File: src/rtl/flex_pts_stream_tx.sv
// flex_pts_stream_tx
//    Streaming parallel-to-serial transmitter for the USB TX path. Words
//    enter a one-deep holding register through a valid/ready handshake.
//    Each word is shifted out one bit per shift_strobe tick. A non-last word
//    chains gaplessly into the next held word. Word and packet ends, and
//    underruns, are reported as registered one-cycle pulses.
//
//    state    | meaning
//    ---------+---------------------------------------------------------
//    ST_IDLE  | serial_out = IDLE_VAL; loads the held word when present
//    ST_SHIFT | driving the current word, one bit per shift_strobe
//
// Ports
//    clk          in   system clock, rising edge
//    rst          in   synchronous active-high reset
//    shift_strobe in   one-cycle bit-period tick
//    data_in      in   word to transmit (NUM_BITS)
//    last_in      in   data_in is the final word of a packet
//    data_valid   in   producer offers data_in/last_in
//    data_ready   out  holding register empty
//    serial_out   out  current bit, IDLE_VAL when not shifting
//    busy         out  shifter in ST_SHIFT
//    word_done    out  pulse: last bit of a word consumed
//    eop_done     out  pulse: last bit of a last_in word consumed
//    underrun     out  pulse: non-last word ended with nothing held
module flex_pts_stream_tx #(
   parameter int unsigned NUM_BITS  = 8,
   parameter logic        SHIFT_MSB = 1'b0,
   parameter logic        IDLE_VAL  = 1'b1
) (
   input  logic                clk,
   input  logic                rst,
   input  logic                shift_strobe,
   input  logic [NUM_BITS-1:0] data_in,
   input  logic                last_in,
   input  logic                data_valid,
   output logic                data_ready,
   output logic                serial_out,
   output logic                busy,
   output logic                word_done,
   output logic                eop_done,
   output logic                underrun
);

   localparam int unsigned     CNT_W    = (NUM_BITS > 1) ? $clog2(NUM_BITS) : 1;
   localparam logic [CNT_W-1:0] CNT_LAST = CNT_W'(NUM_BITS - 1);

   typedef enum logic {
      ST_IDLE  = 1'b0,
      ST_SHIFT = 1'b1
   } state_t;

   state_t              state_q, state_d;
   logic [NUM_BITS-1:0] hold_data_q, hold_data_d;
   logic                hold_last_q, hold_last_d;
   logic                hold_valid_q, hold_valid_d;
   logic [NUM_BITS-1:0] sr_q, sr_d;
   logic [CNT_W-1:0]    cnt_q, cnt_d;
   logic                cur_last_q, cur_last_d;
   logic                word_done_q, word_done_d;
   logic                eop_done_q, eop_done_d;
   logic                underrun_q, underrun_d;

   logic                final_strobe;

   assign final_strobe = (state_q == ST_SHIFT) && shift_strobe && (cnt_q == CNT_LAST);

   // state register
   always_ff @(posedge clk) begin
      if (rst) begin
         state_q      <= ST_IDLE;
         hold_data_q  <= '0;
         hold_last_q  <= 1'b0;
         hold_valid_q <= 1'b0;
         sr_q         <= '0;
         cnt_q        <= '0;
         cur_last_q   <= 1'b0;
         word_done_q  <= 1'b0;
         eop_done_q   <= 1'b0;
         underrun_q   <= 1'b0;
      end else begin
         state_q      <= state_d;
         hold_data_q  <= hold_data_d;
         hold_last_q  <= hold_last_d;
         hold_valid_q <= hold_valid_d;
         sr_q         <= sr_d;
         cnt_q        <= cnt_d;
         cur_last_q   <= cur_last_d;
         word_done_q  <= word_done_d;
         eop_done_q   <= eop_done_d;
         underrun_q   <= underrun_d;
      end
   end

   // next state
   always_comb begin
      state_d = state_q;
      case (state_q)
         ST_IDLE:  if (hold_valid_q) state_d = ST_SHIFT;
         ST_SHIFT: begin
            // a last word always drops to idle, even with a word waiting
            if (final_strobe && (cur_last_q || !hold_valid_q)) state_d = ST_IDLE;
         end
         default:  state_d = ST_IDLE;
      endcase
   end

   // datapath and registered pulses
   always_comb begin
      hold_data_d  = hold_data_q;
      hold_last_d  = hold_last_q;
      hold_valid_d = hold_valid_q;
      sr_d         = sr_q;
      cnt_d        = cnt_q;
      cur_last_d   = cur_last_q;
      word_done_d  = 1'b0;
      eop_done_d   = 1'b0;
      underrun_d   = 1'b0;

      // accept only into an empty holder, so accept and release never coincide
      if (data_valid && !hold_valid_q) begin
         hold_data_d  = data_in;
         hold_last_d  = last_in;
         hold_valid_d = 1'b1;
      end

      case (state_q)
         ST_IDLE: begin
            if (hold_valid_q) begin
               sr_d         = hold_data_q;
               cur_last_d   = hold_last_q;
               cnt_d        = '0;
               hold_valid_d = 1'b0;
            end
         end
         ST_SHIFT: begin
            if (shift_strobe) begin
               if (cnt_q != CNT_LAST) begin
                  if (SHIFT_MSB) sr_d = {sr_q[NUM_BITS-2:0], IDLE_VAL};
                  else           sr_d = {IDLE_VAL, sr_q[NUM_BITS-1:1]};
                  cnt_d = cnt_q + CNT_W'(1);
               end else begin
                  word_done_d = 1'b1;
                  if (cur_last_q) begin
                     eop_done_d = 1'b1;
                  end else if (hold_valid_q) begin
                     // gapless chain into the held word
                     sr_d         = hold_data_q;
                     cur_last_d   = hold_last_q;
                     cnt_d        = '0;
                     hold_valid_d = 1'b0;
                  end else begin
                     underrun_d = 1'b1;
                  end
               end
            end
         end
         default: ;
      endcase
   end

   // outputs
   always_comb begin
      data_ready = !hold_valid_q;
      busy       = (state_q == ST_SHIFT);
      serial_out = IDLE_VAL;
      if (state_q == ST_SHIFT) serial_out = SHIFT_MSB ? sr_q[NUM_BITS-1] : sr_q[0];
   end

   assign word_done = word_done_q;
   assign eop_done  = eop_done_q;
   assign underrun  = underrun_q;

endmodule

File: config.mk
export PLATFORM = sky130hd
export DESIGN_NAME = flex_pts_stream_tx
export DESIGN_NICKNAME = d
export VERILOG_FILES = /design/src/rtl/flex_pts_stream_tx.sv
export SDC_FILE = /design/constraint.sdc
export NUM_CORES = 1
export LEC_CHECK = 0
export ABC_AREA = 1
export ABC_CLOCK_PERIOD_IN_PS = 1500
export BUFFER_PORTS_ARGS = -buffer_cell sky130_fd_sc_hd__buf_2
export CAP_MARGIN = 20
export CORE_MARGIN = 4
export CORE_UTILIZATION = 52
export CTS_BUF_LIST = sky130_fd_sc_hd__clkbuf_2 sky130_fd_sc_hd__clkbuf_4 sky130_fd_sc_hd__clkbuf_8
export DETAILED_ROUTE_END_ITERATION = 16
export PLACE_DENSITY = 0.8
export SYNTH_ARGS = -nofsm -noshare
export SYNTH_HDL_FRONTEND = slang
export SYNTH_SLANG_ARGS = --single-unit
File: constraint.sdc
create_clock -name clk -period 1.5 [get_ports clk]
set_clock_uncertainty 0.2 [all_clocks]
set_input_delay 0.15 -clock clk [delete_from_list [all_inputs] [get_ports clk]]
set_output_delay 0.15 -clock clk [all_outputs]
set_load 0.02 [all_outputs]
After elaboration in Yosys (flattened, before gate mapping)
Index checks and enable logic that the tools add are counted.
Widths: inputs -> output; s select.
- bits in registers: 26
- input port bits: 13
- output and inout port bits: 6
- word-level logic and storage cells: 59
- add/sub/neg operators: 1
- eq/ne operators: 6
- multiplexer cells: 29
- bitwise operators: 2
- reductions and logical operators: 11
- operators with widths (operator ; number):
    $mux 8 ; 4
    $mux 1 ; 16
    $pmux 8 s2 ; 1
    $mux 3 ; 4
    $ne 2x2->1 const B ; 3
    $pmux 1 s2 ; 3
    $pmux 3 s2 ; 1
    $reduce_or 5->1 ; 1
    $logic_and 1x1->1 ; 4
    $reduce_or 4->1 ; 1
    $add 3x1->3 const B ; 1
    $eq 3x3->1 const B ; 1
    $ne 3x2->1 const B ; 1
    $ne 3x3->1 const B ; 1
    $reduce_and 3->1 ; 1
    $reduce_or 3->1 ; 1
    $not 1->1 ; 2
    $reduce_and 2->1 ; 1
    $logic_not 1->1 ; 1
    $logic_or 1x1->1 ; 1

Depth between registers and ports, before layout
- word-level depth: 8
- gate-level depth with buffers: 8
- mapped depth without buffers: 8

Least setup slack after synthesis
Ideal clock, no wire load.
- kind: register -> register
- start point: register cnt_q[0]
- end point: register sr_q[0]
- library setup time: 116 ps
- arrival time: 1218 ps
- data required time: 1184 ps
- slack: -34 ps
- cell stages (with the launch flop): 9
- path buffers: 0
- clock period less this slack: 1534 ps
- path through: dfxtp_1 ha_1 ha_1 inv_2 nand2_4 nand2_1 nand2_1 o21ai_0 nor2_1
- longest elaborated chain between the ends: 4
- elaborated cells on any way between the ends: 6
- classes of those cells: eq/ne: 2; mux: 3; reduce/logical: 1
- ends and longest elaborated chain (what ; line ; text):
    start: declaration ; 58 ; logic [CNT_W-1:0] cnt_q, cnt_d;
    start signal: assignment ; 87 ; cnt_q <= cnt_d;
    $ne 3x3->1 (*) ; 138 ; if (cnt_q != CNT_LAST) begin
    $mux 8 ; 138 ;
    $mux 8 ; 137 ; if (shift_strobe) begin
    $pmux 8 s2 ; 127 ; case (state_q)
    end signal: assignment ; 86 ; sr_q <= sr_d;
    end: declaration ; 57 ; logic [NUM_BITS-1:0] sr_q, sr_d;
Mark *: on every way between the ends. The rest lies on a longest branch, timed or not. The select of a mux whose other input is x is not followed.
A chain may end at the register's enable or synchronous reset.

Worst setup path in the final report
- start point: register cnt_q[0]
- end point: register sr_q[1]
The elaborated chain is that of the path after synthesis.

==> flow_summary.html <==
<table>
<tr><th>Metric</th><th>Value</th></tr>
<tr><th colspan="2">Outcome</th></tr>
<tr><td>Outcome</td><td>finished with violations</td></tr>
<tr><td>Violated checks</td><td>negative setup slack</td></tr>
<tr><th colspan="2">Timing</th></tr>
<tr><td>Smallest setup slack after layout</td><td>-57.9 ps</td></tr>
<tr><td>Max-slew violation total from the final report</td><td>0</td></tr>
<tr><td>Time the worst path needs with I/O delays and setup</td><td>1560 ps</td></tr>
<tr><td>Worst-margin pin slew</td><td>around 280 ps</td></tr>
<tr><td>Part of the cycle the worst path needs</td><td>1.04</td></tr>
<tr><td>Setup violators final</td><td>9</td></tr>
<tr><td>RSZ-0062 raised after global routing</td><td>true</td></tr>
<tr><td>Final Hold Violating Endpoints</td><td>0</td></tr>
<tr><td>Achievable frequency</td><td>about 640 MHz</td></tr>
<tr><td>Worst slew margin relative to its limit</td><td>0.811</td></tr>
<tr><th colspan="2">Global routing</th></tr>
<tr><td>Via count of the first global-routing pass</td><td>1083</td></tr>
<tr><td>Pin count of the biggest net entering global routing</td><td>19</td></tr>
<tr><td>Global-route wire length before repair</td><td>~5000 microns</td></tr>
<tr><td>GRT Total Usage</td><td>0.195</td></tr>
<tr><td>Antenna violations before repair</td><td>0</td></tr>
<tr><td>Global route total overflow</td><td>0</td></tr>
<tr><th colspan="2">Power and ir drop</th></tr>
<tr><td>Proportion of power drawn by the clock network</td><td>0.234</td></tr>
<tr><td>Net switching power</td><td>483 uW</td></tr>
<tr><td>Power density of the placed cells</td><td>924 nW/um^2</td></tr>
<tr><td>Share of total power consumed by net switching</td><td>0.307</td></tr>
<tr><td>Combinational cell fraction of total power</td><td>0.264</td></tr>
<tr><td>Worst IR drop on VDD</td><td>around 820 uV</td></tr>
<tr><td>Cell-internal power</td><td>roughly 1100 uW</td></tr>
<tr><td>Share of power burned in registers</td><td>0.501</td></tr>
<tr><td>Reported leakage power</td><td>0.000761 uW</td></tr>
<tr><th colspan="2">Clock network</th></tr>
<tr><td>Root cell of the clock tree</td><td>sky130_fd_sc_hd__clkbuf_4</td></tr>
<tr><td>Number of buffers created by CTS</td><td>3</td></tr>
<tr><td>Clock-pin slew of the registers on the worst-case setup and hold paths</td><td>~150 ps</td></tr>
<tr><td>Clk sinks</td><td>26</td></tr>
<tr><td>H-Tree Level Count</td><td>1</td></tr>
<tr><td>Clock latency on the worst-skew pair</td><td>330 ps</td></tr>
<tr><td>TritonCTS clock tree</td><td>done</td></tr>
<tr><td>Longest Clk Path Bufs</td><td>2</td></tr>
<tr><th colspan="2">Setup path</th></tr>
<tr><td>Critical path class</td><td>register to register</td></tr>
<tr><td>Slowest-stage cell, CP</td><td>sky130_fd_sc_hd__dfxtp_4</td></tr>
<tr><td>Worst-path fanout max</td><td>10</td></tr>
<tr><td>Element type at the critical path end</td><td>register</td></tr>
<tr><td>Worst path buffer plus inverter count</td><td>1</td></tr>
<tr><td>Worst EP required</td><td>1540 ps</td></tr>
<tr><td>Crit-path cells</td><td>ha_4 &gt; ha_4 &gt; inv_2 &gt; nand2_4 &gt; nand2_1 &gt; nand2_1 &gt; o21ai_0 &gt; nor2_1</td></tr>
<tr><td>Kind of cell adding the most delay to the critical path</td><td>flip-flops</td></tr>
<tr><td>CP Launch Type</td><td>register</td></tr>
<tr><td>Longest individual stage delay on the worst path</td><td>slightly below 400 ps</td></tr>
<tr><td>Data arrival time of the critical path</td><td>between 1500 and 2000 ps</td></tr>
<tr><td>Worst-case register-to-register setup slack</td><td>-60 ps</td></tr>
<tr><th colspan="2">Drt</th></tr>
<tr><td>DRC viols</td><td>0</td></tr>
<tr><td>Detailed-route wire length per cell</td><td>roughly 13 microns</td></tr>
<tr><td>Router iterations before antenna repair</td><td>4</td></tr>
<tr><td>Drt via density</td><td>between 5 and 6</td></tr>
<tr><td>Detailed router's first-iteration violation count</td><td>30</td></tr>
<tr><td>Total number of vias</td><td>between 1000 and 1500</td></tr>
<tr><td>Antenna viol nets, final</td><td>0</td></tr>
<tr><td>Routed wire length</td><td>~3000 microns</td></tr>
<tr><th colspan="2">Synth</th></tr>
<tr><td>Post-Synthesis Net Count</td><td>approximately 180</td></tr>
<tr><td>Synth cell types</td><td>24</td></tr>
<tr><td>Mean Syn Cell Area</td><td>7.36 sq um</td></tr>
<tr><td>Synthesized cell area</td><td>between 1000 and 1500 sq um</td></tr>
<tr><td>Synth warnings</td><td>0</td></tr>
<tr><td>#FFs+latches synth</td><td>26</td></tr>
<tr><td>Gate Count Post-Synth</td><td>between 150 and 200</td></tr>
<tr><td>Fraction of the yosys area taken by sequential cells</td><td>0.426</td></tr>
<tr><th colspan="2">Job</th></tr>
<tr><td>Max cap viols</td><td>0</td></tr>
<tr><th colspan="2">Place</th></tr>
<tr><td>Post-Place Worst Slack</td><td>-83.4 ps</td></tr>
<tr><td>Half-perimeter wire length of the detailed placement result</td><td>approximately 1800 microns</td></tr>
<tr><td>Number of buffers added on ports</td><td>18</td></tr>
<tr><td>Routability congestion estimate</td><td>0.853</td></tr>
<tr><th colspan="2">Floorplanning</th></tr>
<tr><td>Core area</td><td>~2200 sq um</td></tr>
<tr><td>Die Width</td><td>~56 microns</td></tr>
<tr><td>Vertical die dimension</td><td>between 50 and 60 microns</td></tr>
<tr><td>Row cnt</td><td>17</td></tr>
<tr><td>DIE AREA</td><td>around 3200 sq um</td></tr>
<tr><td>Effective utilization at floorplan</td><td>0.547</td></tr>
<tr><td>Io pins</td><td>19</td></tr>
<tr><th colspan="2">Layout</th></tr>
<tr><td>Highest-count cells in the layout ignoring fill and taps</td><td>sky130_fd_sc_hd__nand2_1, sky130_fd_sc_hd__dfxtp_1, sky130_fd_sc_hd__nor2_1</td></tr>
<tr><td>Share of final-layout standard cells stronger than drive strength 1</td><td>0.282</td></tr>
<tr><td>Commonest non-fill, non-tap cell in the layout</td><td>sky130_fd_sc_hd__nand2_1</td></tr>
<tr><td>Share of the core filled with cells</td><td>0.762</td></tr>
<tr><td>Count of antenna diodes in the layout</td><td>0</td></tr>
<tr><td>Nets</td><td>~220</td></tr>
<tr><td>Layout overhead on the synthesized area</td><td>39.3%</td></tr>
<tr><th colspan="2">Worst hold path</th></tr>
<tr><td>HP Class</td><td>register to register</td></tr>
</table>
per-layer routing:
metal,up-vias,track usage,part of all wire
met5,-,0,0
met3,5,0.0345,0.045
met2,26,0.335,0.53
met1,536,0.241,0.41
li1,608,-,-
met4,0,0.0712,0.013
cells in the mapped netlist:
library cell	count	share of area
sky130_fd_sc_hd__inv_2	1	0.0031
sky130_fd_sc_hd__ha_1	3	0.031
sky130_fd_sc_hd__buf_2	1	0.0041
sky130_fd_sc_hd__inv_6	1	0.0072
sky130_fd_sc_hd__buf_4	1	0.0061
sky130_fd_sc_hd__o211ai_2	1	0.010
sky130_fd_sc_hd__nand3_2	2	0.016
sky130_fd_sc_hd__o21ai_0	17	0.070
sky130_fd_sc_hd__nand3_1	6	0.025
sky130_fd_sc_hd__inv_1	16	0.049
sky130_fd_sc_hd__nor3_1	1	0.0041
sky130_fd_sc_hd__or2_2	1	0.0051
sky130_fd_sc_hd__nand2_2	2	0.010
sky130_fd_sc_hd__buf_6	2	0.018
sky130_fd_sc_hd__clkbuf_1	1	0.0031
sky130_fd_sc_hd__nor2_1	21	0.065
sky130_fd_sc_hd__o21ai_1	1	0.0041
sky130_fd_sc_hd__a21oi_1	13	0.053
sky130_fd_sc_hd__nor4_1	1	0.0051
sky130_fd_sc_hd__nand2_1	44	0.14
sky130_fd_sc_hd__nand2_4	2	0.018
sky130_fd_sc_hd__dfxtp_1	26	0.43
sky130_fd_sc_hd__nand3_4	1	0.014
sky130_fd_sc_hd__nor2_8	1	0.016
path summary, 6_finish.rpt:
kind | start | end | cells past startpoint
worst max-delay path | cnt_q[0] | sr_q[1] | 8
worst min-delay path | hold_data_q[1] | hold_data_q[1] | 2
worst min register to register | hold_data_q[1] | hold_data_q[1] | 2
worst max register to register | cnt_q[0] | sr_q[1] | 8
cells by family after synthesis:
kind of cell	share of synthesized area
flip-flops	0.426
buffers and inverters	0.0912
AND/OR/NAND/NOR	0.315
AO/OA/AOI/OAI	0.137
adder cells (fa/ha/maj)	0.0307
timing repair:
item                                    in CTS  in global routing
hold buffers                                12                  0
endpoints found under the setup margin      14                 15
pin swaps                                    2                  4
gates resized for setup                     17                 19
endpoints found under the hold margin       12                  0
setup buffers                                5                  0
through the flow:
| stage | cells | cell area, sq um | hold WS, ps | total power, uW | TNS, ps |
|---|---|---|---|---|---|
| after floorplan | 166 | 1220 | 19.1 | 1020 | 0 |
| after global placement | 213 | 1370 | 152 | 1090 | -254 |
| after detailed placement | 213 | 1370 | 159 | 1100 | -637 |
| after CTS | 234 | 1640 | 273 | 1530 | -53.7 |
| after global routing | 234 | 1700 | 296 | 1650 | -793 |
| final | 234 | 1700 | 276 | 1570 | -192 |
worst reg2reg max path, delay by kind of cell, from the launching register on:
kind | cells | cell delay, ps
DFF | 1 | 390
adders and majority gates | 2 | 360
and+or+nand+nor | 4 | 270
AOI/OAI and AO/OA | 1 | 180
buffers and inverters | 1 | 80
power by group through the flow:
| stage | Sequential [uW] | Combinational [uW] | Clock (uW) |
|---|---|---|---|
| final | 788 | 416 | 368 |
| after global routing | 795 | 465 | 395 |
| after CTS | 786 | 374 | 370 |
| after detailed placement | 796 | 301 | 0 |
| after global placement | 792 | 295 | 0 |
| after floorplan | 791 | 228 | 0 |
sequential cells by signal, indices dropped and copies added, names as in the netlist:
signal and cells:
busy 1, cnt_q 3, cur_last_q 1, sr_q 8
hold_data_q 8, underrun 1, eop_done 1, word_done 1
hold_valid_q 1, hold_last_q 1
layout make-up:
| class | count | area, sq um |
|---|---|---|
| clock buffers | 4 | 36.3 |
| fillers | 172 | 532 |
| inverters | 18 | 75.1 |
| multi-input cells | 117 | 691 |
| flip-flops and latches | 26 | 527 |
| well taps | 28 | 35.0 |
| repair buffers | 41 | 338 |
Note: power is estimated with default switching activity, not from simulation.
